$ cat src/rtl/id_ex_reg.sv
// ID/EX pipeline register: captures decoded control, operands, immediate and register specifiers.
// Latency: 1 cycle, registered outputs only, no combinational input-to-output path.
// Backpressure: stall_i holds the contents; flush_i or a low start_i loads a bubble; flush beats stall.
module id_ex_reg #(
  parameter int DATA_W = 32,
  parameter int CNT_W  = 16
) (
  input  logic              clk_i,
  input  logic              rst_i,
  input  logic              start_i,
  input  logic              stall_i,
  input  logic              flush_i,
  input  logic              ALUSrc_i,
  input  logic              RegDst_i,
  input  logic              MemRd_i,
  input  logic              MemWr_i,
  input  logic              MemtoReg_i,
  input  logic              RegWrite_i,
  input  logic [1:0]        ALUOp_i,
  input  logic [DATA_W-1:0] pc4_i,
  input  logic [DATA_W-1:0] rs_data_i,
  input  logic [DATA_W-1:0] rt_data_i,
  input  logic [DATA_W-1:0] imm_i,
  input  logic [4:0]        rs_addr_i,
  input  logic [4:0]        rt_addr_i,
  input  logic [4:0]        rd_addr_i,
  input  logic              valid_i,
  output logic              ALUSrc_o,
  output logic              RegDst_o,
  output logic              MemRd_o,
  output logic              MemWr_o,
  output logic              MemtoReg_o,
  output logic              RegWrite_o,
  output logic [1:0]        ALUOp_o,
  output logic [DATA_W-1:0] pc4_o,
  output logic [DATA_W-1:0] rs_data_o,
  output logic [DATA_W-1:0] rt_data_o,
  output logic [DATA_W-1:0] imm_o,
  output logic [4:0]        rs_addr_o,
  output logic [4:0]        rt_addr_o,
  output logic [4:0]        rd_addr_o,
  output logic              valid_o,
  output logic [CNT_W-1:0]  bubble_cnt_o
);

  // Whole stage slot kept as one packed word so a bubble is simply all zeros.
  typedef struct packed {
    logic              alu_src;
    logic              reg_dst;
    logic              mem_rd;
    logic              mem_wr;
    logic              mem_to_reg;
    logic              reg_write;
    logic [1:0]        alu_op;
    logic [DATA_W-1:0] pc4;
    logic [DATA_W-1:0] rs_data;
    logic [DATA_W-1:0] rt_data;
    logic [DATA_W-1:0] imm;
    logic [4:0]        rs_addr;
    logic [4:0]        rt_addr;
    logic [4:0]        rd_addr;
    logic              valid;
  } idex_t;

  idex_t slot_d;
  idex_t slot_q;
  logic  bubble;

  // A bubble is loaded on flush or while the core is not running.
  assign bubble = flush_i | ~start_i;

  // Gather the ID-side fields into the slot format; valid_i=0 loads unmasked.
  always_comb begin
    slot_d            = '0;
    slot_d.alu_src    = ALUSrc_i;
    slot_d.reg_dst    = RegDst_i;
    slot_d.mem_rd     = MemRd_i;
    slot_d.mem_wr     = MemWr_i;
    slot_d.mem_to_reg = MemtoReg_i;
    slot_d.reg_write  = RegWrite_i;
    slot_d.alu_op     = ALUOp_i;
    slot_d.pc4        = pc4_i;
    slot_d.rs_data    = rs_data_i;
    slot_d.rt_data    = rt_data_i;
    slot_d.imm        = imm_i;
    slot_d.rs_addr    = rs_addr_i;
    slot_d.rt_addr    = rt_addr_i;
    slot_d.rd_addr    = rd_addr_i;
    slot_d.valid      = valid_i;
  end

  // Slot register: bubble (zero everything, so no stale rd can forward) > hold > load.
  always_ff @(posedge clk_i or negedge rst_i) begin
    if (!rst_i) begin
      slot_q <= '0;
    end else if (bubble) begin
      slot_q <= '0;
    end else if (!stall_i) begin
      slot_q <= slot_d;
    end
  end

  // Debug counter of flush bubbles; idle cycles with start low are not counted, saturates at all-ones.
  always_ff @(posedge clk_i or negedge rst_i) begin
    if (!rst_i) begin
      bubble_cnt_o <= '0;
    end else if (flush_i && start_i && (bubble_cnt_o != {CNT_W{1'b1}})) begin
      bubble_cnt_o <= bubble_cnt_o + 1'b1;
    end
  end

  assign ALUSrc_o   = slot_q.alu_src;
  assign RegDst_o   = slot_q.reg_dst;
  assign MemRd_o    = slot_q.mem_rd;
  assign MemWr_o    = slot_q.mem_wr;
  assign MemtoReg_o = slot_q.mem_to_reg;
  assign RegWrite_o = slot_q.reg_write;
  assign ALUOp_o    = slot_q.alu_op;
  assign pc4_o      = slot_q.pc4;
  assign rs_data_o  = slot_q.rs_data;
  assign rt_data_o  = slot_q.rt_data;
  assign imm_o      = slot_q.imm;
  assign rs_addr_o  = slot_q.rs_addr;
  assign rt_addr_o  = slot_q.rt_addr;
  assign rd_addr_o  = slot_q.rd_addr;
  assign valid_o    = slot_q.valid;

endmodule

$ cat config.mk
export PLATFORM = sky130hd
export DESIGN_NAME = id_ex_reg
export DESIGN_NICKNAME = d
export VERILOG_FILES = /design/src/rtl/id_ex_reg.sv
export SDC_FILE = /design/constraint.sdc
export NUM_CORES = 1
export LEC_CHECK = 0
export ABC_AREA = 1
export CORE_AREA = 2 2 128 130
export DETAILED_ROUTE_END_ITERATION = 6
export DIE_AREA = 0 0 130 132
export DONT_BUFFER_PORTS = 1
export PLACE_DENSITY = 0.72
export RECOVER_POWER = 50
export SYNTH_ARGS = -nofsm -noshare
export SYNTH_HDL_FRONTEND = slang
export SYNTH_SLANG_ARGS = --single-unit
$ cat constraint.sdc
create_clock -name clk_i -period 1.7 [get_ports clk_i]
set_input_delay 0.17 -clock clk_i [delete_from_list [all_inputs] [get_ports clk_i]]
set_output_delay 0.17 -clock clk_i [all_outputs]
set_load 0.05 [all_outputs]
* Word level (Yosys, flattened, before mapping)
Cells that the tools add are included.
** Word-level totals
- Register bits after elaboration :: 168
- Bits in latches :: 0
- RAM bits :: 0
- Bits in read-only memories :: 0
- Input port bits :: 157
- Output and inout port bits :: 168
- Word-level logic and storage cells :: 25
- Memories kept :: 0
** Cells by class
- Add/subtract/negate cells :: 1
- Multiply operators :: 0
- Divide/modulo/power cells :: 0
- Order comparisons :: 0
- Eq/ne operators :: 2
- Shift operators :: 0
- Multiplexer cells :: 2
- Bitwise gates (word level) :: 2
- Reduce and logical (&&, ||, !) cells :: 2
** Operator list (number)
- $mux 152 :: 2
- $add 16x1->16 const B :: 1
- $ne 16x16->1 const B :: 1
- $logic_and 1x1->1 :: 2
- $ne 2x1->1 const B :: 1
- $not 1->1 :: 1
- $or 1x1->1 :: 1

* Depth between registers and ports, before layout
- Depth after elaboration :: 3
- Depth in mapped cells :: 9
- Depth with buffers taken out :: 8

* Worst setup path before layout
Ideal clock, no wire load.
- Path kind :: reg-to-reg
- Start :: reg bubble_cnt_o[0]
- End :: reg bubble_cnt_o[10]
- Data arrival time :: 1.734 ns
- Path slack :: -0.154 ns
- Stages on the path, launching flop included :: 10
- Cells stage by stage :: dfrtp_1 -> ha_1 -> inv_2 -> nor2_8 -> nand2_4 -> nor2_4 -> nor2_2 -> buf_6 -> nand2_2 -> o21ai_2
** Between the ends
- Longest elaborated chain between the ends :: 2
- Elaborated cells on any way between the ends :: 3
** Ends and longest elaborated chain
- start, declared :: RTL line 43 : output logic [CNT_W-1:0] bubble_cnt_o
- start signal, assigned :: RTL line 108 : bubble_cnt_o <= bubble_cnt_o + 1'b1;
- parallel branches: the longest is 2 deep, another holds $add 16x1->16
Parallel ways; which one is timed is not known.
A chain may end at the register's enable or synchronous reset.

==> results.py <==
metrics = {
    "outcome": {
        "outcome": "finished, violations left",
        "violations": "DRC, hold timing",
    },
    "sta": {
        "holdWs_ns": -0.568,
        "fin_skew_ns": 0.00407,
        "relSlewSlack": 0.559,
        "worstMarginPinSlew_ns": 0.665,
        "period_share": 0.953,
        "rsz0062_at_grt": "false",
        "finalHoldViolCount": 168,
        "final_max_slew_viol_count": 0,
        "fmax_mhz": 617,
        "tns_ns": 0,
        "finalCriticalPeriod_ns": 1.62,
        "setup_viol": 0,
    },
    "worst_setup_path": {
        "crit_slowest_cell": "dfrtp_1",
        "rr_endpoint": "imm_o[12]",
        "critPathBufInv": 2,
        "worst_ep_arrival_time_ns": 1.98,
        "setup.worst_path.end_class": "register",
        "path_class": "reg2reg",
        "worstRegToRegCells": 3,
        "regToRegSetupSlack_ns": 0.08,
        "crit_fanout": 2,
        "cp-start-kind": "register",
        "rr_startpoint": "imm_o[12]",
        "crit_family": "buffers and inverters",
        "cp_cell_sequence": "inv_1 -> a21oi_1 -> dlygate4sd3_1",
        "crit_required_ns": 2.06,
        "critical-path-max-stage-delay_ns": 0.66,
    },
    "cts": {
        "clockBufferDepth": 2,
        "cts.sinks": 168,
        "clk_pin_slew_ns": 0.08,
        "cts_setup_buffers": 0,
        "cts_tree": "built",
        "clkLatencyLatePin_ns": 0.43,
        "cts_made_buffers": 17,
        "cts-root-buf": "clkbuf_16",
        "cts_hold_buf": 156,
        "htree_levels": 4,
    },
    "power": {
        "clockPowerShare": 0.386,
        "switchingPower_w": 0.00329,
        "ir_worst_vdd_uv": 605,
        "p_leak_nw": 4.46,
        "pwr-share-comb": 0.127,
        "p_per_area_nw_per_um2": 1050,
        "p_int_w": 0.00686,
        "sw_frac_of_total": 0.324,
        "pwr-share-seq": 0.487,
    },
    "synthesis": {
        "ys_types": 25,
        "synth_fp_nets": 973,
        "synth_area_sq_um": 7240,
        "synth.avg_cell_area_sq_um": 8.88,
        "yosysWarnings": 0,
        "yosys_register_bits": 168,
        "yosysSeqAreaShare": 0.581,
        "netlist_instances": 815,
    },
    "global_routing": {
        "antenna_found_initial": 2,
        "grt_pass1_vias": 6312,
        "grt_usage": 0.240,
        "grt_start_max_net_pins": 225,
        "grt_pass1_wl_mm": 32.2,
        "grt_overflow": 0,
    },
    "detailed_routing": {
        "vias_per_cell": 5.20,
        "dr.first_iter.drc_count": 430,
        "vias": 6230,
        "drc": 2,
        "wl_per_cell_um": 17.2,
        "drtPass1Iterations": 7,
        "ant_nets": 0,
        "drt_wl_total_mm": 20.6,
    },
    "floorplanning": {
        "die-area_sq_um": 17200,
        "rows": 46,
        "start_util": 0.461,
        "fp.coreArea_sq_um": 15700,
        "die-height_um": 132,
        "die_x_um": 130,
        "ios": 325,
    },
    "final_layout": {
        "area_growth_pct": 33.6,
        "final_common_cell": "inv_1",
        "fin_nets": 1126,
        "drive_gt1_frac": 0.0856,
        "layout_common_cells": "168 x inv_1, 165 x dfrtp_1, 155 x dlygate4sd3_1",
    },
    "placed_design": {
        "dp_hpwl_mm": 11.6,
        "finalWeightedCongestion": 0.832,
        "port_buffers": 0,
    },
    "run": {
        "maxCapViolCount": 0,
    },
    "worst_hold_path": {
        "hold_path.class": "in2async",
    },
}
## timing repair
action / in CTS / in global routing
setup endpoints to repair: 0 / 1
gates resized for setup: 0 / 1
endpoints found under the hold margin: 320 / 168
## power by group through the flow
stage / Clock [W] / Sequential (W) / Combinational, W
floorplan: 0 / 0.00524 / 0.000553
global placement: 0 / 0.00501 / 0.000983
detailed placement: 0 / 0.00502 / 0.00101
CTS: 0.00399 / 0.00494 / 0.00127
global route: 0.00418 / 0.00497 / 0.00141
finish: 0.00392 / 0.00495 / 0.00129
## routing by layer
metal  global-route usage  wire [um]  vias up
met4                0.109        737        0
li1                     -          -     2920
met3               0.0885       1810       57
met5                    0          0        -
met2                0.405      10300      315
met1                0.268       7810     2938
## cell families after synthesis
logic type,share of synthesized area
compound gates,0.224
xor+xnor,0.00484
fa+ha+maj,0.00173
buf+inv,0.119
flops,0.581
simple gates,0.0700
## Yosys cell counts, drive strengths merged
cell type / n / share of area
xor2: 2 / 0.0024
inv: 169 / 0.088
xnor2: 2 / 0.0024
nand4: 5 / 0.0043
nor2: 22 / 0.018
nand2: 69 / 0.042
ha: 1 / 0.0017
a21oi: 152 / 0.11
buf: 20 / 0.015
clkbuf: 32 / 0.017
nand3: 9 / 0.0062
dfrtp: 168 / 0.58
o21ai: 164 / 0.12
## how the worst max path moves through the flow
stage / startpoint / end / slack (ns) / cells after the start
3_3_place_gp: bubble_cnt_o[0] / bubble_cnt_o[0] / 0.27 / 9
4_1_cts: pc4_o[11] / pc4_o[11] / 0.14 / 3
3_5_place_dp: bubble_cnt_o[0] / bubble_cnt_o[1] / 0.23 / 9
2_1_floorplan: bubble_cnt_o[0] / bubble_cnt_o[10] / 0.03 / 9
6_report: imm_o[12] / imm_o[12] / 0.08 / 3
5_1_grt: rt_data_o[14] / rt_data_o[14] / 0.03 / 3
## state kept, by name (all words and copies together), names as in the netlist, 2 cells and up
signal,count
ALUOp_o,2
bubble_cnt_o,16
imm_o,32
pc4_o,32
rd_addr_o,5
rs_addr_o,5
rs_data_o,32
rt_addr_o,5
rt_data_o,32
## per-stage QoR
step	std cells	setup slack (ns)	area, sq um	util	power [W]
global route	1198	0.0272	9670	0.616	0.0106
finish	1199	0.0800	9670	0.616	0.0102
global placement	1009	0.268	7540	0.480	0.00599
detailed placement	1009	0.234	7540	0.480	0.00602
CTS	1197	0.143	9720	0.618	0.0102
floorplan	815	0.0290	7240	-	0.00580
## cell type report
cell class	instances	area, sq um
well taps	216	270
flip-flops and latches	168	4210
clock buffers	18	439
multi-input cells	426	2170
repair buffers	186	1790
fillers	1280	6040
diodes	2	5.00
inverters	169	634
clock inverters	14	158
Note: power is estimated with default switching activity, not from simulation.
